--- config.mk ---
export PLATFORM = sky130hd
export DESIGN_NAME = mem_access_arbiter
export DESIGN_NICKNAME = d
export VERILOG_FILES = /design/src/rtl/mem_access_arbiter.sv
export SDC_FILE = /design/constraint.sdc
export NUM_CORES = 1
export LEC_CHECK = 0
export CAP_MARGIN = 40
export CORE_MARGIN = 4
export CORE_UTILIZATION = 34
export DETAILED_ROUTE_END_ITERATION = 10
export PLACE_DENSITY_LB_ADDON = 0.05
export SETUP_SLACK_MARGIN = 0.3
export SYNTH_ARGS = -nofsm -noshare
export SYNTH_HDL_FRONTEND = slang
export SYNTH_SLANG_ARGS = --single-unit
export TNS_END_PERCENT = 100
--- constraint.sdc ---
create_clock -name i_clk -period 2.5 [get_ports i_clk]
set_clock_uncertainty 0.2 [all_clocks]
set_input_delay 0.375 -clock i_clk [delete_from_list [all_inputs] [get_ports i_clk]]
set_output_delay 0.375 -clock i_clk [all_outputs]
set_load 0.005 [all_outputs]
--- src/rtl/mem_access_arbiter.sv ---
// Shares the single-port data memory between the MIPS MEM stage and the debug unit.
// The pipeline has fixed priority; a bounded-wait counter forces a debug slot, and a dump engine streams all words.
module mem_access_arbiter #(
    parameter int unsigned IO_BUS_SIZE   = 32,
    parameter int unsigned MEM_ADDR_SIZE = 5,
    parameter int unsigned MAX_WAIT      = 8
) (
    input  logic                     i_clk,
    input  logic                     i_reset,
    input  logic                     i_pipe_req,
    input  logic                     i_pipe_wr_rd,
    input  logic [1:0]               i_pipe_wr_src,
    input  logic [2:0]               i_pipe_rd_src,
    input  logic [MEM_ADDR_SIZE-1:0] i_pipe_addr,
    input  logic [IO_BUS_SIZE-1:0]   i_pipe_data,
    output logic [IO_BUS_SIZE-1:0]   o_pipe_rd_data,
    output logic                     o_pipe_stall,
    input  logic                     i_dbg_req,
    input  logic                     i_dbg_wr_rd,
    input  logic [MEM_ADDR_SIZE-1:0] i_dbg_addr,
    input  logic [IO_BUS_SIZE-1:0]   i_dbg_data,
    output logic                     o_dbg_ack,
    output logic [IO_BUS_SIZE-1:0]   o_dbg_rd_data,
    input  logic                     i_dump_start,
    input  logic                     i_dump_ready,
    output logic                     o_dump_valid,
    output logic [IO_BUS_SIZE-1:0]   o_dump_data,
    output logic [MEM_ADDR_SIZE-1:0] o_dump_addr,
    output logic                     o_dump_done,
    output logic                     o_busy,
    output logic                     o_mem_wr_rd,
    output logic [1:0]               o_mem_wr_src,
    output logic [2:0]               o_mem_rd_src,
    output logic [MEM_ADDR_SIZE-1:0] o_mem_addr,
    output logic [IO_BUS_SIZE-1:0]   o_mem_data,
    input  logic [IO_BUS_SIZE-1:0]   i_mem_rd
);

    localparam int unsigned WAIT_W = $clog2(MAX_WAIT + 1);
    localparam logic [MEM_ADDR_SIZE-1:0] LAST_ADDR = '1;

    typedef enum logic [2:0] {
        StIdle,
        StSingle,
        StDumpRd,
        StDumpHold,
        StDone
    } state_t;

    state_t                   r_state;
    state_t                   w_state_next;
    logic [WAIT_W-1:0]        r_wait_cnt;
    logic [MEM_ADDR_SIZE-1:0] r_dump_cnt;
    logic                     r_dbg_ack;
    logic [IO_BUS_SIZE-1:0]   r_dbg_rd_data;
    logic [IO_BUS_SIZE-1:0]   r_dump_data;
    logic [MEM_ADDR_SIZE-1:0] r_dump_addr;
    logic                     w_dbg_need;
    logic                     w_grant;

    assign w_dbg_need = (r_state == StSingle) || (r_state == StDumpRd);
    // Forced grant once the debug side has been denied MAX_WAIT times in a row.
    assign w_grant    = w_dbg_need && (!i_pipe_req || (r_wait_cnt == WAIT_W'(MAX_WAIT)));

    always_ff @(posedge i_clk or posedge i_reset) begin
        if (i_reset) begin
            r_state <= StIdle;
        end else begin
            r_state <= w_state_next;
        end
    end

    always_comb begin
        w_state_next = r_state;
        case (r_state)
            StIdle: begin
                if (i_dump_start) begin
                    w_state_next = StDumpRd;
                end else if (i_dbg_req) begin
                    w_state_next = StSingle;
                end
            end
            StSingle: begin
                if (w_grant) begin
                    w_state_next = StIdle;
                end
            end
            StDumpRd: begin
                if (w_grant) begin
                    w_state_next = StDumpHold;
                end
            end
            StDumpHold: begin
                if (i_dump_ready) begin
                    w_state_next = (r_dump_cnt == LAST_ADDR) ? StDone : StDumpRd;
                end
            end
            StDone:  w_state_next = StIdle;
            default: w_state_next = StIdle;
        endcase
    end

    always_comb begin
        o_dump_valid = (r_state == StDumpHold);
        o_dump_done  = (r_state == StDone);
        o_busy       = (r_state != StIdle);
        o_pipe_stall = w_grant && i_pipe_req;
        o_mem_wr_rd  = i_pipe_wr_rd & i_pipe_req;
        o_mem_wr_src = i_pipe_wr_src;
        o_mem_rd_src = i_pipe_rd_src;
        o_mem_addr   = i_pipe_addr;
        o_mem_data   = i_pipe_data;
        if (w_grant) begin
            o_mem_wr_src = 2'b00;
            o_mem_rd_src = 3'b000;
            if (r_state == StSingle) begin
                o_mem_wr_rd = i_dbg_wr_rd;
                o_mem_addr  = i_dbg_addr;
                o_mem_data  = i_dbg_data;
            end else begin
                o_mem_wr_rd = 1'b0;
                o_mem_addr  = r_dump_cnt;
                o_mem_data  = '0;
            end
        end
    end

    always_ff @(posedge i_clk or posedge i_reset) begin
        if (i_reset) begin
            r_wait_cnt    <= '0;
            r_dump_cnt    <= '0;
            r_dbg_ack     <= 1'b0;
            r_dbg_rd_data <= '0;
            r_dump_data   <= '0;
            r_dump_addr   <= '0;
        end else begin
            if (w_dbg_need && !w_grant) begin
                r_wait_cnt <= r_wait_cnt + WAIT_W'(1);
            end else begin
                r_wait_cnt <= '0;
            end

            if ((r_state == StIdle) && i_dump_start) begin
                r_dump_cnt <= '0;
            end else if ((r_state == StDumpHold) && i_dump_ready && (r_dump_cnt != LAST_ADDR)) begin
                r_dump_cnt <= r_dump_cnt + MEM_ADDR_SIZE'(1);
            end

            r_dbg_ack <= (r_state == StSingle) && w_grant;
            if ((r_state == StSingle) && w_grant) begin
                r_dbg_rd_data <= i_dbg_wr_rd ? i_dbg_data : i_mem_rd;
            end

            if ((r_state == StDumpRd) && w_grant) begin
                r_dump_data <= i_mem_rd;
                r_dump_addr <= r_dump_cnt;
            end
        end
    end

    assign o_dbg_ack      = r_dbg_ack;
    assign o_dbg_rd_data  = r_dbg_rd_data;
    assign o_dump_data    = r_dump_data;
    assign o_dump_addr    = r_dump_addr;
    assign o_pipe_rd_data = i_mem_rd;

endmodule

==> metrics.md <==
| Metric | Value |
|---|---|
| Flop pwr share | `30.1%` |
| Setup WS post-layout | `-191 ps` |
| Sequential area share after synthesis | `47.9%` |
| Post-synth EDFFs | `0` |
| CTS Sinks | `82` |
| Post-Route WL | `16400 um` |
| Vias | `4094` |
| GRT Overall Usage | `20.7%` |
| Comb pwr share | `49.1%` |
| Max-slew violations | `0` |
| Final min period | `2690 ps` |
| Drt initial violations | `133` |
| Crit path max fanout | `8` |
| CTS Hold Bufs | `0` |
| R2R Path End | `o_dump_data[0]` |
| Critical Path Sink Type | `primary output` |
| Slew headroom | `58.0%` |
| First-pass GRT wire length | `23400 um` |
| Critical path's top delay family | `compound AO/OA/AOI/OAI gates` |
| Total negative slack | `-3300 ps` |
| Hold Fails Final Rpt | `0` |
| Failing checks | `negative setup slack` |
| HPWL Detailed | `10700 um` |
| Post-Syn Nets | `507` |
| Root buffer cell | `clkbuf_16` |
| Die Width | `120 um` |
| Core area | `12200 um^2` |
| Unique masters post-synth | `38` |
| Starting Density | `35.2%` |
| Die height | `120 um` |
| Antenna violations before repair | `0` |
| 1st-pass router iterations | `4` |
| Clock network fraction of total power | `20.8%` |
| Main synth FF type | `dfrtp_1` |
| Worst-skew pair later-pin latency | `330 ps` |
| Placed insts | `785` |
| Worst reg2reg path depth | `10` |
| Worst Hold Class | `flop to flop` |
| Total global routing overflow | `0` |
| Worst hold start | `o_dump_data[19]` |
| Worst-path clk slew | `60 ps` |
| DRC viols | `0` |
| Crit start category | `flop` |
| CTS buffer count | `9` |
| Hold EP | `o_dump_data[19]` |
| Die area | `14500 um^2` |
| Wirelength per Cell | `19.5 um` |
| IO Pins | `268` |
| Nets | `792` |
| Port bufs | `267` |
| Leak Pwr | `3.70 nW` |
| Critical path buffers and inverters | `4` |
| Tightest Pin Transition | `631 ps` |
| Status | `finished, violations left` |
| ANT nets after route | `0` |
| Gp weighted congestion | `0.758` |
| Switch Pwr | `2.11 mW` |
| TritonCTS clock tree | `built` |
| Worst Hold Path Cells | `1` |
| Post-synth ARST share | `100%` |
| Finish-stage setup viols | `32` |
| Post-Layout Cell Count | `842` |
| Post-Syn Instances | `384` |
| Vias per std cell | `4.86` |
| Largest net degree at the start of global routing | `83` |
| Final Instance Area | `7970 um^2` |
| Arrival @ worst endpoint | `2120 ps` |
| Site row count | `40` |
| Clk buf depth | `2` |
| Share of layout cells above drive strength 1 | `27.3%` |
| Crit-path max cell delay | `390 ps` |
| Vias in the first global route | `4240` |
| Unrepaired setup endpoints after global routing | `yes` |
| Max Clk Rate | `0.372 GHz` |
| # H-tree levels | `3` |
| Maxcap violations | `0` |
| Share of the synthesized area in the top cell type | `47.9%` |
| Reg2Reg Setup Slack | `40 ps` |
| Synthesized cell area | `4290 um^2` |
| Placement Cell Area | `7030 um^2` |
| Worst reg2reg startpoint | `r_wait_cnt[1]` |
| Area growth, synth to finish | `86.1%` |
| Area leader, netlist | `dfrtp_1` |
| Post-route clock period utilization | `108%` |
| Max VDD drop | `0.421 mV` |
| Area contributors post-synth | `dfrtp_1 (48%), mux2i_1 (9.3%), mux2_2 (8.4%), a22o_1 (6.5%), buf_4 (6.3%)` |
| Flops & latches, synth | `82` |
| Crit Path Category | `flop to primary output` |
| Total power | `7.26 mW` |
| Yosys warns | `0` |
| Avg Cell Area, Syn | `11.2 um^2` |
| Sw Share | `29.1%` |
| WP data required | `1920 ps` |
| P per Cell Area | `910 nW/um^2` |
| CP Cell Sequence | `inv_1, ha_2, nand3b_4, a211o_4, buf_12, buf_16, a32o_1, buf_2` |
| Internal | `5.15 mW` |
| Slowest cell on crit path | `a211o_4` |
| # diodes | `0` |
-- per-layer routing --
metal  wire (um)  up-vias  GRT usage [%]
met1        6540     2006           24.4
li1            -     1908              -
met5           0        -              0
met4         152        0           5.03
met3        1200       10           5.85
met2        8490      170           37.2
-- worst max-delay path by stage --
stage             startpoint  cells after the start             end  slack (ps)
6_report       r_wait_cnt[1]                      8     o_mem_wr_rd        -190
5_1_grt        r_wait_cnt[1]                      8     o_mem_wr_rd        -270
4_1_cts        r_wait_cnt[0]                      8     o_mem_wr_rd        -290
3_5_place_dp      i_pipe_req                      6  o_mem_data[11]        -180
3_3_place_gp      i_pipe_req                      6  o_mem_data[27]        -160
2_1_floorplan  r_wait_cnt[0]                      7   o_mem_addr[0]         270
-- what timing repair did --
action	in CTS	in global routing
buffers inserted	21	8
hold endpoints to repair	0	0
cloned	8	4
resized for setup	175	80
endpoints found under the setup margin	84	83
pin swaps	2	9
-- power groups by stage --
stage / Sequential [mW] / Clock, mW / Combinational (mW)
CTS: 2.17 / 1.53 / 3.38
floorplan: 2.19 / 0 / 1.09
finish: 2.18 / 1.51 / 3.57
detailed placement: 2.19 / 0 / 2.93
global placement: 2.16 / 0 / 2.90
global route: 2.25 / 1.60 / 3.79
-- placed cells by master (no fill, tap or decap), types with 2 or more instances in the layout --
cell             instances
a22o_1                  32
nor2_1                  37
clkinv_2                 3
mux2_4                  34
clkdlybuf4s50_1        219
ha_1                     3
clkbuf_2                27
nand2_2                  3
o21ai_1                  2
a21oi_1                 33
mux2_2                   3
and2_1                   3
buf_2                   16
buf_8                    5
nand2_1                  8
clkbuf_16               13
xnor2_1                  3
o21ai_2                  3
dfrtp_1                 82
mux2i_1                 40
bufinv_16                3
nor3b_4                  2
buf_4                   29
inv_1                    6
buf_6                   16
and3_1                   2
buf_12                  11
buf_16                   2
o21ai_0                  3
nand2_4                  2
and2_4                   2
clkdlybuf4s15_1          2
-- Yosys cell counts, drive strengths merged, types with 3 or more instances --
library cell,instances
dfrtp,82
buf,48
mux2i,40
nor2,38
mux2,37
a21oi,33
a22o,32
nand2,13
clkbuf,11
inv,8
o21ai,8
and2,5
ha,4
nor3b,3
xnor2,3
-- stage by stage --
stage               utilization, %  hold slack (ps)  setup WS (ps)
detailed placement            57.8              278           -181
global route                  65.6              318           -269
global placement              57.8              268           -156
floorplan                        -              255            270
finish                        65.6              307           -191
CTS                           64.1              307           -291
-- cells by family (layout without fill, tap and decap cells) --
kind of cell	Yosys count	count (layout)	share of synthesized area (%)
flip-flops	82	82	47.9
AO/OA/AOI/OAI	81	81	13.3
multiplexers	77	77	19.1
AND/OR/NAND/NOR	69	69	7.94
buffers and inverters	67	357	9.81
adder cells (fa/ha/maj)	4	4	1.17
XOR/XNOR	4	4	0.818
-- cell type report --
cell class              instances  area, um^2
clock buffers                  10         229
clock inverters                 6         105
fillers                       983        4190
inverters                       8        33.8
multi-input cells             235        2030
flip-flops and latches         82        2050
well taps                     168         210
repair buffers                333        3320
-- sequential cells by signal, summed over array words and instances (netlist names) --
register and flops:
o_dbg_ack 1, o_dbg_rd_data 32, o_dump_addr 5, o_dump_data 32
r_dump_cnt 5, r_state 3, r_wait_cnt 4
Power figures use the tool's default switching activity.
